### src/rtl/demux2_stream_pkg.sv
// Shared definitions for the two-way stream demultiplexer.
// Holds the destination select encodings and the FIFO operation decode.
package demux2_stream_pkg;

  localparam logic SEL_A = 1'b0;
  localparam logic SEL_B = 1'b1;

  typedef enum logic [1:0] {
    FIFO_IDLE = 2'b00,
    FIFO_PUSH = 2'b01,
    FIFO_POP  = 2'b10,
    FIFO_BOTH = 2'b11
  } fifo_op_e;

  function automatic fifo_op_e fifoOp(input logic push, input logic pop);
    return fifo_op_e'({pop, push});
  endfunction

endpackage

### src/rtl/demux2_stream_if.sv
// Stream bundle between one producer, the demux, and the two consumers A and B.
// The master side is the producer/consumer environment; the slave side is the demux.
interface demux2_stream_if #(
  parameter int WIDTH = 2,
  parameter int DEPTH = 2
);
  localparam int LW = $clog2(DEPTH + 1);

  logic             in_valid;
  logic             in_sel;
  logic [WIDTH-1:0] in_data;
  logic             in_ready;

  logic             a_valid;
  logic [WIDTH-1:0] a_data;
  logic             a_ready;
  logic [LW-1:0]    a_level;

  logic             b_valid;
  logic [WIDTH-1:0] b_data;
  logic             b_ready;
  logic [LW-1:0]    b_level;

  modport master (
    output in_valid, in_sel, in_data, a_ready, b_ready,
    input  in_ready, a_valid, a_data, a_level, b_valid, b_data, b_level
  );

  modport slave (
    input  in_valid, in_sel, in_data, a_ready, b_ready,
    output in_ready, a_valid, a_data, a_level, b_valid, b_data, b_level
  );

endinterface

### src/rtl/demux2_stream_fifo.sv
// Small synchronous FIFO used as the per-destination queue of the demux.
// Push is ignored when full and pop when empty, so level stays within 0..DEPTH.
module demux_fifo
  import demux2_stream_pkg::*;
#(
  parameter  int WIDTH = 2,
  parameter  int DEPTH = 2,
  localparam int LW    = $clog2(DEPTH + 1),
  localparam int PW    = (DEPTH > 1) ? $clog2(DEPTH) : 1
) (
  input  logic             clk,
  input  logic             rst_n,
  input  logic             i_push,
  input  logic [WIDTH-1:0] i_push_data,
  output logic             o_full,
  input  logic             i_pop,
  output logic [WIDTH-1:0] o_head,
  output logic             o_empty,
  output logic [LW-1:0]    o_level
);

  logic [WIDTH-1:0] r_mem [DEPTH];
  logic [PW-1:0]    r_wr_ptr;
  logic [PW-1:0]    r_rd_ptr;
  logic [LW-1:0]    r_level;
  logic             w_push;
  logic             w_pop;

  assign w_push = i_push & ~o_full;
  assign w_pop  = i_pop & ~o_empty;

  always_ff @(posedge clk or negedge rst_n) begin
    if (!rst_n) begin
      for (int i = 0; i < DEPTH; i++) begin
        r_mem[i] <= '0;
      end
    end else if (w_push) begin
      r_mem[r_wr_ptr] <= i_push_data;
    end
  end

  // DEPTH is a power of two, so the pointers wrap naturally at their width.
  always_ff @(posedge clk or negedge rst_n) begin
    if (!rst_n) begin
      r_wr_ptr <= '0;
      r_rd_ptr <= '0;
      r_level  <= '0;
    end else begin
      if (w_push) begin
        r_wr_ptr <= r_wr_ptr + PW'(1);
      end
      if (w_pop) begin
        r_rd_ptr <= r_rd_ptr + PW'(1);
      end
      case (fifoOp(w_push, w_pop))
        FIFO_PUSH: r_level <= r_level + LW'(1);
        FIFO_POP:  r_level <= r_level - LW'(1);
        default:   r_level <= r_level;
      endcase
    end
  end

  assign o_full  = (r_level == LW'(DEPTH));
  assign o_empty = (r_level == '0);
  assign o_head  = r_mem[r_rd_ptr];
  assign o_level = r_level;

endmodule

### src/rtl/demux2_stream.sv
// Routes each input word to FIFO A or B by its select bit; each FIFO feeds its own consumer.
// in_ready looks only at the selected FIFO's fullness, never at the consumer readies.
module demux2_stream
  import demux2_stream_pkg::*;
#(
  parameter  int WIDTH = 2,
  parameter  int DEPTH = 2,
  localparam int LW    = $clog2(DEPTH + 1)
) (
  input  logic                 clk,
  input  logic                 rst_n,
  demux2_stream_if.slave       bus
);

  logic             w_full_a;
  logic             w_full_b;
  logic             w_empty_a;
  logic             w_empty_b;
  logic             w_in_ready;
  logic             w_push_a;
  logic             w_push_b;
  logic             w_pop_a;
  logic             w_pop_b;
  logic [WIDTH-1:0] w_head_a;
  logic [WIDTH-1:0] w_head_b;
  logic [LW-1:0]    w_level_a;
  logic [LW-1:0]    w_level_b;

  assign w_in_ready = (bus.in_sel == SEL_A) ? ~w_full_a : ~w_full_b;
  assign w_push_a   = bus.in_valid & w_in_ready & (bus.in_sel == SEL_A);
  assign w_push_b   = bus.in_valid & w_in_ready & (bus.in_sel == SEL_B);
  assign w_pop_a    = ~w_empty_a & bus.a_ready;
  assign w_pop_b    = ~w_empty_b & bus.b_ready;

  demux_fifo #(.WIDTH(WIDTH), .DEPTH(DEPTH)) u_fifo_a (
    .clk         (clk),
    .rst_n       (rst_n),
    .i_push      (w_push_a),
    .i_push_data (bus.in_data),
    .o_full      (w_full_a),
    .i_pop       (w_pop_a),
    .o_head      (w_head_a),
    .o_empty     (w_empty_a),
    .o_level     (w_level_a)
  );

  demux_fifo #(.WIDTH(WIDTH), .DEPTH(DEPTH)) u_fifo_b (
    .clk         (clk),
    .rst_n       (rst_n),
    .i_push      (w_push_b),
    .i_push_data (bus.in_data),
    .o_full      (w_full_b),
    .i_pop       (w_pop_b),
    .o_head      (w_head_b),
    .o_empty     (w_empty_b),
    .o_level     (w_level_b)
  );

  assign bus.in_ready = w_in_ready;
  assign bus.a_valid  = ~w_empty_a;
  assign bus.a_data   = w_head_a;
  assign bus.a_level  = w_level_a;
  assign bus.b_valid  = ~w_empty_b;
  assign bus.b_data   = w_head_b;
  assign bus.b_level  = w_level_b;

endmodule

### src/flat_wrapper.sv
// flat-port wrapper written by rule: the top's interface ports become plain ports
module demux2_stream_flat import demux2_stream_pkg::*;
#(
  parameter  int WIDTH = 2,
  parameter  int DEPTH = 2,
  localparam int LW    = $clog2(DEPTH + 1)
)
  (clk, rst_n, bus_in_valid, bus_in_sel, bus_in_data, bus_a_ready, bus_b_ready, bus_in_ready, bus_a_valid, bus_a_data, bus_a_level, bus_b_valid, bus_b_data, bus_b_level);
  demux2_stream_if #(.WIDTH(WIDTH), .DEPTH(DEPTH)) bus_i ();
  input  logic clk;
  input  logic rst_n;
  input wire logic [$bits(bus_i.in_valid)-1:0] bus_in_valid;
  input wire logic [$bits(bus_i.in_sel)-1:0] bus_in_sel;
  input wire logic [$bits(bus_i.in_data)-1:0] bus_in_data;
  input wire logic [$bits(bus_i.a_ready)-1:0] bus_a_ready;
  input wire logic [$bits(bus_i.b_ready)-1:0] bus_b_ready;
  output wire logic [$bits(bus_i.in_ready)-1:0] bus_in_ready;
  output wire logic [$bits(bus_i.a_valid)-1:0] bus_a_valid;
  output wire logic [$bits(bus_i.a_data)-1:0] bus_a_data;
  output wire logic [$bits(bus_i.a_level)-1:0] bus_a_level;
  output wire logic [$bits(bus_i.b_valid)-1:0] bus_b_valid;
  output wire logic [$bits(bus_i.b_data)-1:0] bus_b_data;
  output wire logic [$bits(bus_i.b_level)-1:0] bus_b_level;
  assign bus_i.in_valid = bus_in_valid;
  assign bus_i.in_sel = bus_in_sel;
  assign bus_i.in_data = bus_in_data;
  assign bus_i.a_ready = bus_a_ready;
  assign bus_i.b_ready = bus_b_ready;
  assign bus_in_ready = bus_i.in_ready;
  assign bus_a_valid = bus_i.a_valid;
  assign bus_a_data = bus_i.a_data;
  assign bus_a_level = bus_i.a_level;
  assign bus_b_valid = bus_i.b_valid;
  assign bus_b_data = bus_i.b_data;
  assign bus_b_level = bus_i.b_level;
  demux2_stream #(.WIDTH(WIDTH), .DEPTH(DEPTH)) u_core (.clk(clk), .rst_n(rst_n), .bus(bus_i));
endmodule
### config.mk
export PLATFORM = sky130hd
export DESIGN_NAME = demux2_stream_flat
export DESIGN_NICKNAME = d
export VERILOG_FILES = /design/src/rtl/demux2_stream_pkg.sv /design/src/rtl/demux2_stream_if.sv /design/src/rtl/demux2_stream_fifo.sv /design/src/rtl/demux2_stream.sv /design/src/flat_wrapper.sv
export SDC_FILE = /design/constraint.sdc
export NUM_CORES = 1
export LEC_CHECK = 0
export ABC_AREA = 0
export ABC_CLOCK_PERIOD_IN_PS = 3000
export BUFFER_PORTS_ARGS = -buffer_cell sky130_fd_sc_hd__buf_4
export CAP_MARGIN = 20
export CORE_MARGIN = 5
export CORE_UTILIZATION = 54
export CTS_CLUSTER_DIAMETER = 30
export DETAILED_ROUTE_END_ITERATION = 10
export HOLD_SLACK_MARGIN = 0.05
export PLACE_DENSITY = 0.81
export RECOVER_POWER = 25
export SLEW_MARGIN = 20
export SYNTH_ARGS = -nofsm -noshare
export SYNTH_HDL_FRONTEND = slang
export SYNTH_SLANG_ARGS = --single-unit
### constraint.sdc
create_clock -name clk -period 3 [get_ports clk]
set_input_delay 0.6 -clock clk [delete_from_list [all_inputs] [get_ports clk]]
set_output_delay 0.6 -clock clk [all_outputs]
set_load 0.005 [all_outputs]
==> run_results.csv <==
group,metric,value,unit
run_status,status,"finished, final reports clean",
clock_network,clock_latency,0.28,ns
synthesis,synth_top_area_share,51.45,%
grt,gr-usage-all-layers,14.53,%
worst_setup_path,r2r_end,"u_core.u_fifo_b.o_level[1]$_DFFE_PN0P_",
timing,fin_crit_sh,60.05,%
worst_setup_path,critPathSlowestCell,"dfrtp_1",
clock_network,numCtsBuffers,3,
layout,drive_gt1_share,45.12,%
grt,use_met3,4.135,%
layout,diodes,0,
power_and_ir_drop,max-vdd-ir-drop,0.6202,mV
timing,finalSetupViolCount,0,
synthesis,synth_cell_types,18,
synthesis,synthTopCellsByCount,"dfrtp_1 (16), mux2_2 (10), xnor2_1 (6)",
placed_design,gp_congestion,0.6858,
layout,post-route-util,72.33,%
synthesis,synth_nets,70,
placed_design,dp.cells,93,
grt,gr-usage-met1,16.51,%
placed_design,place_hpwl,1.051,mm
route,ant_nets,0,
synthesis,ys_ff_latch,16,
floorplanning,num_rows,13,
clock_network,cts_tree,"done",
timing,worstMarginPinSlew,0.8105,ns
route,drc,0,
worst_setup_path,path_class,"reg -> out",
route,via_per_inst,5.206,
grt,grt-ovfl-total,0,
grt,met2_usage,23.48,%
synthesis,syn_area,778.2,sq um
timing,finClkSkew,0.004247,ns
timing,hold_ws,0.3758,ns
timing,fmax,0.5551,GHz
clock_network,clk_pin_slew,0.09,ns
power_and_ir_drop,total_leakage_power,0.4433,nW
route,dr.pass1.iters,2,
worst_setup_path,worstPathArrival,1.20,ns
power_and_ir_drop,power.density,1081,mW/mm^2
clock_network,root_buffer,"clkbuf_4",
layout,area.growth.synth_to_final,23.96,%
synthesis,synth_flop_cell,"dfrtp_1",
floorplanning,fp.dieArea,0.002301,sq mm
worst_setup_path,timing.rr.start,"u_core.u_fifo_b.o_level[0]$_DFFE_PN0P_",
worst_setup_path,end_kind,"output port",
worst_setup_path,cp-start-kind,"flop",
clock_network,clockBufferDepth,2,
grt,grt_pass1_wl,2.235,mm
layout,stdcell_count,97,
worst_setup_path,max_stage_delay,0.46,ns
grt,grt_busiest_layer,"met2",
clock_network,clock-sinks,16,
synthesis,synth.area.top_cells,"dfrtp_1 (51%), mux2_2 (14%), xnor2_1 (6.8%)",
timing,period_minus_slack,1.801,ns
synthesis,synth_most_common_cell,"dfrtp_1",
worst_setup_path,critPathMaxFanout,6,
clock_network,cts_max_level,1,
run,max-cap-violations,0,
worst_setup_path,ff2ff_setup_slack,1.34,ns
synthesis,syn_avg_cell_area,12.97,sq um
worst_hold_path,hold_class,"in -> async",
layout,postLayoutCellArea,964.7,sq um
clock_network,cts_resized,0,
synthesis,synth_async_sr_flop_share,100.0,%
synthesis,synth_top_cell_by_area,"dfrtp_1",
clock_network,hold_buffers,0,
worst_setup_path,r2r.worst_path.cells,5,
route,num_vias,505,
synthesis,synth-edff-count,0,
placed_design,port_buffers,18,
timing,hold_viol,0,
floorplanning,num_io_pins,19,
floorplanning,die_height,47.97,um
floorplanning,core-area,0.001334,sq mm
synthesis,ys_seq_area_share,51.45,%
layout,fin_nets,93,
timing,maxSlewViolCount,0,
synthesis,synth_cells,60,
timing,slew_headroom,45.97,%
floorplanning,start_util,58.35,%
grt,grt_pass1_vias,529,
route,drt_iter0_markers,8,
worst_setup_path,crit_path_start,"u_core.u_fifo_b.o_level[0]$_DFFE_PN0P_",
synthesis,ys_warn_count,0,
layout,nFillCells,117,
route,wirelength,1.341,mm
placed_design,placed_area,932.1,sq um
worst_setup_path,worstPathRequired,2.40,ns
timing,rsz0062_at_grt,"false",
clock_network,post_cts_buffers,0,
worst_setup_path,crit_path_cell_trace,"or2_2 > buf_4",
timing,finalSetupTns,0,ns
floorplanning,die_w,47.97,um
route,wl_per_cell,13.82,um
grt,grt_max_degree,17,
grt,antenna_found_initial,0,
per-stage QoR:
stage          total power, mW  worst slack (ns)
2_1_floorplan           0.7110             1.423
3_3_place_gp            0.8962             1.312
3_5_place_dp            0.9149             1.261
4_1_cts                  1.058             1.180
5_1_grt                  1.122             1.105
6_report                 1.043             1.199
kinds of logic after synthesis:
group                    share of synthesized area (%)
AND/OR/NAND/NOR                                  15.11
flip-flops                                       51.45
multiplexers                                     18.33
XOR/XNOR                                         11.25
adder cells (fa/ha/maj)                          3.215
AO/OA/AOI/OAI                                   0.6425
routing by layer:
| layer | vias up | part of all wire (%) |
|---|---|---|
| li1 | 249 | - |
| met1 | 243 | 44 |
| met2 | 11 | 48 |
| met3 | 2 | 5.3 |
| met4 | 0 | 2.1 |
| met5 | - | 0 |
area by class of cell:
type	count	area, sq um	area share, %
Timing Repair Buffer	18	131.4	13.62
Tap cell	15	18.77	1.946
Sequential cell	16	400.4	41.50
Multi-Input combinational cell	44	377.9	39.17
Clock buffer	4	36.28	3.761
how the worst max path moves through the flow:
stage / to / slack (ns) / cells past startpoint
after detailed placement: u_core.u_fifo_a.o_level[1]$_DFFE_PN0P_ / 1.26 / 7
final: bus_b_valid / 1.20 / 2
after CTS: bus_in_ready / 1.18 / 4
after global placement: u_core.u_fifo_a.o_level[1]$_DFFE_PN0P_ / 1.31 / 6
after global routing: bus_in_ready / 1.10 / 4
after floorplan: u_core.u_fifo_b.o_level[1]$_DFFE_PN0P_ / 1.42 / 5
where the power goes:
part	switching, mW	total [mW]	leakage, nW	internal, mW
Sequential	0.100	0.430	0.189	0.330
Combinational	0.160	0.473	0.234	0.313
Clock	0.0658	0.140	0.0210	0.0737
cell usage in the layout, fill, tap and decap left out, drive strengths merged, types with 3 or more instances in the layout:
master and instances:
buf 17, clkbuf 5, dfrtp 16, mux2 12
nand2b 4, nor2 3, xnor2 6, xor2 4
state kept, by name, indices dropped and copies added (netlist names):
name	cells
u_core.u_fifo_a.r_wr_ptr	1
u_core.u_fifo_a.o_level	2
u_core.u_fifo_a.r_rd_ptr	1
u_core.u_fifo_a.r_mem	4
u_core.u_fifo_b.r_wr_ptr	1
u_core.u_fifo_b.o_level	2
u_core.u_fifo_b.r_mem	4
u_core.u_fifo_b.r_rd_ptr	1
critical path: cells and delay by family, from the launching register on:
kind | cells | cell delay [ns]
DFF | 1 | 0.46
and+or+nand+nor | 1 | 0.33
buffers and inverters | 1 | 0.14
No activity file was read; power rests on OpenSTA's default activity.
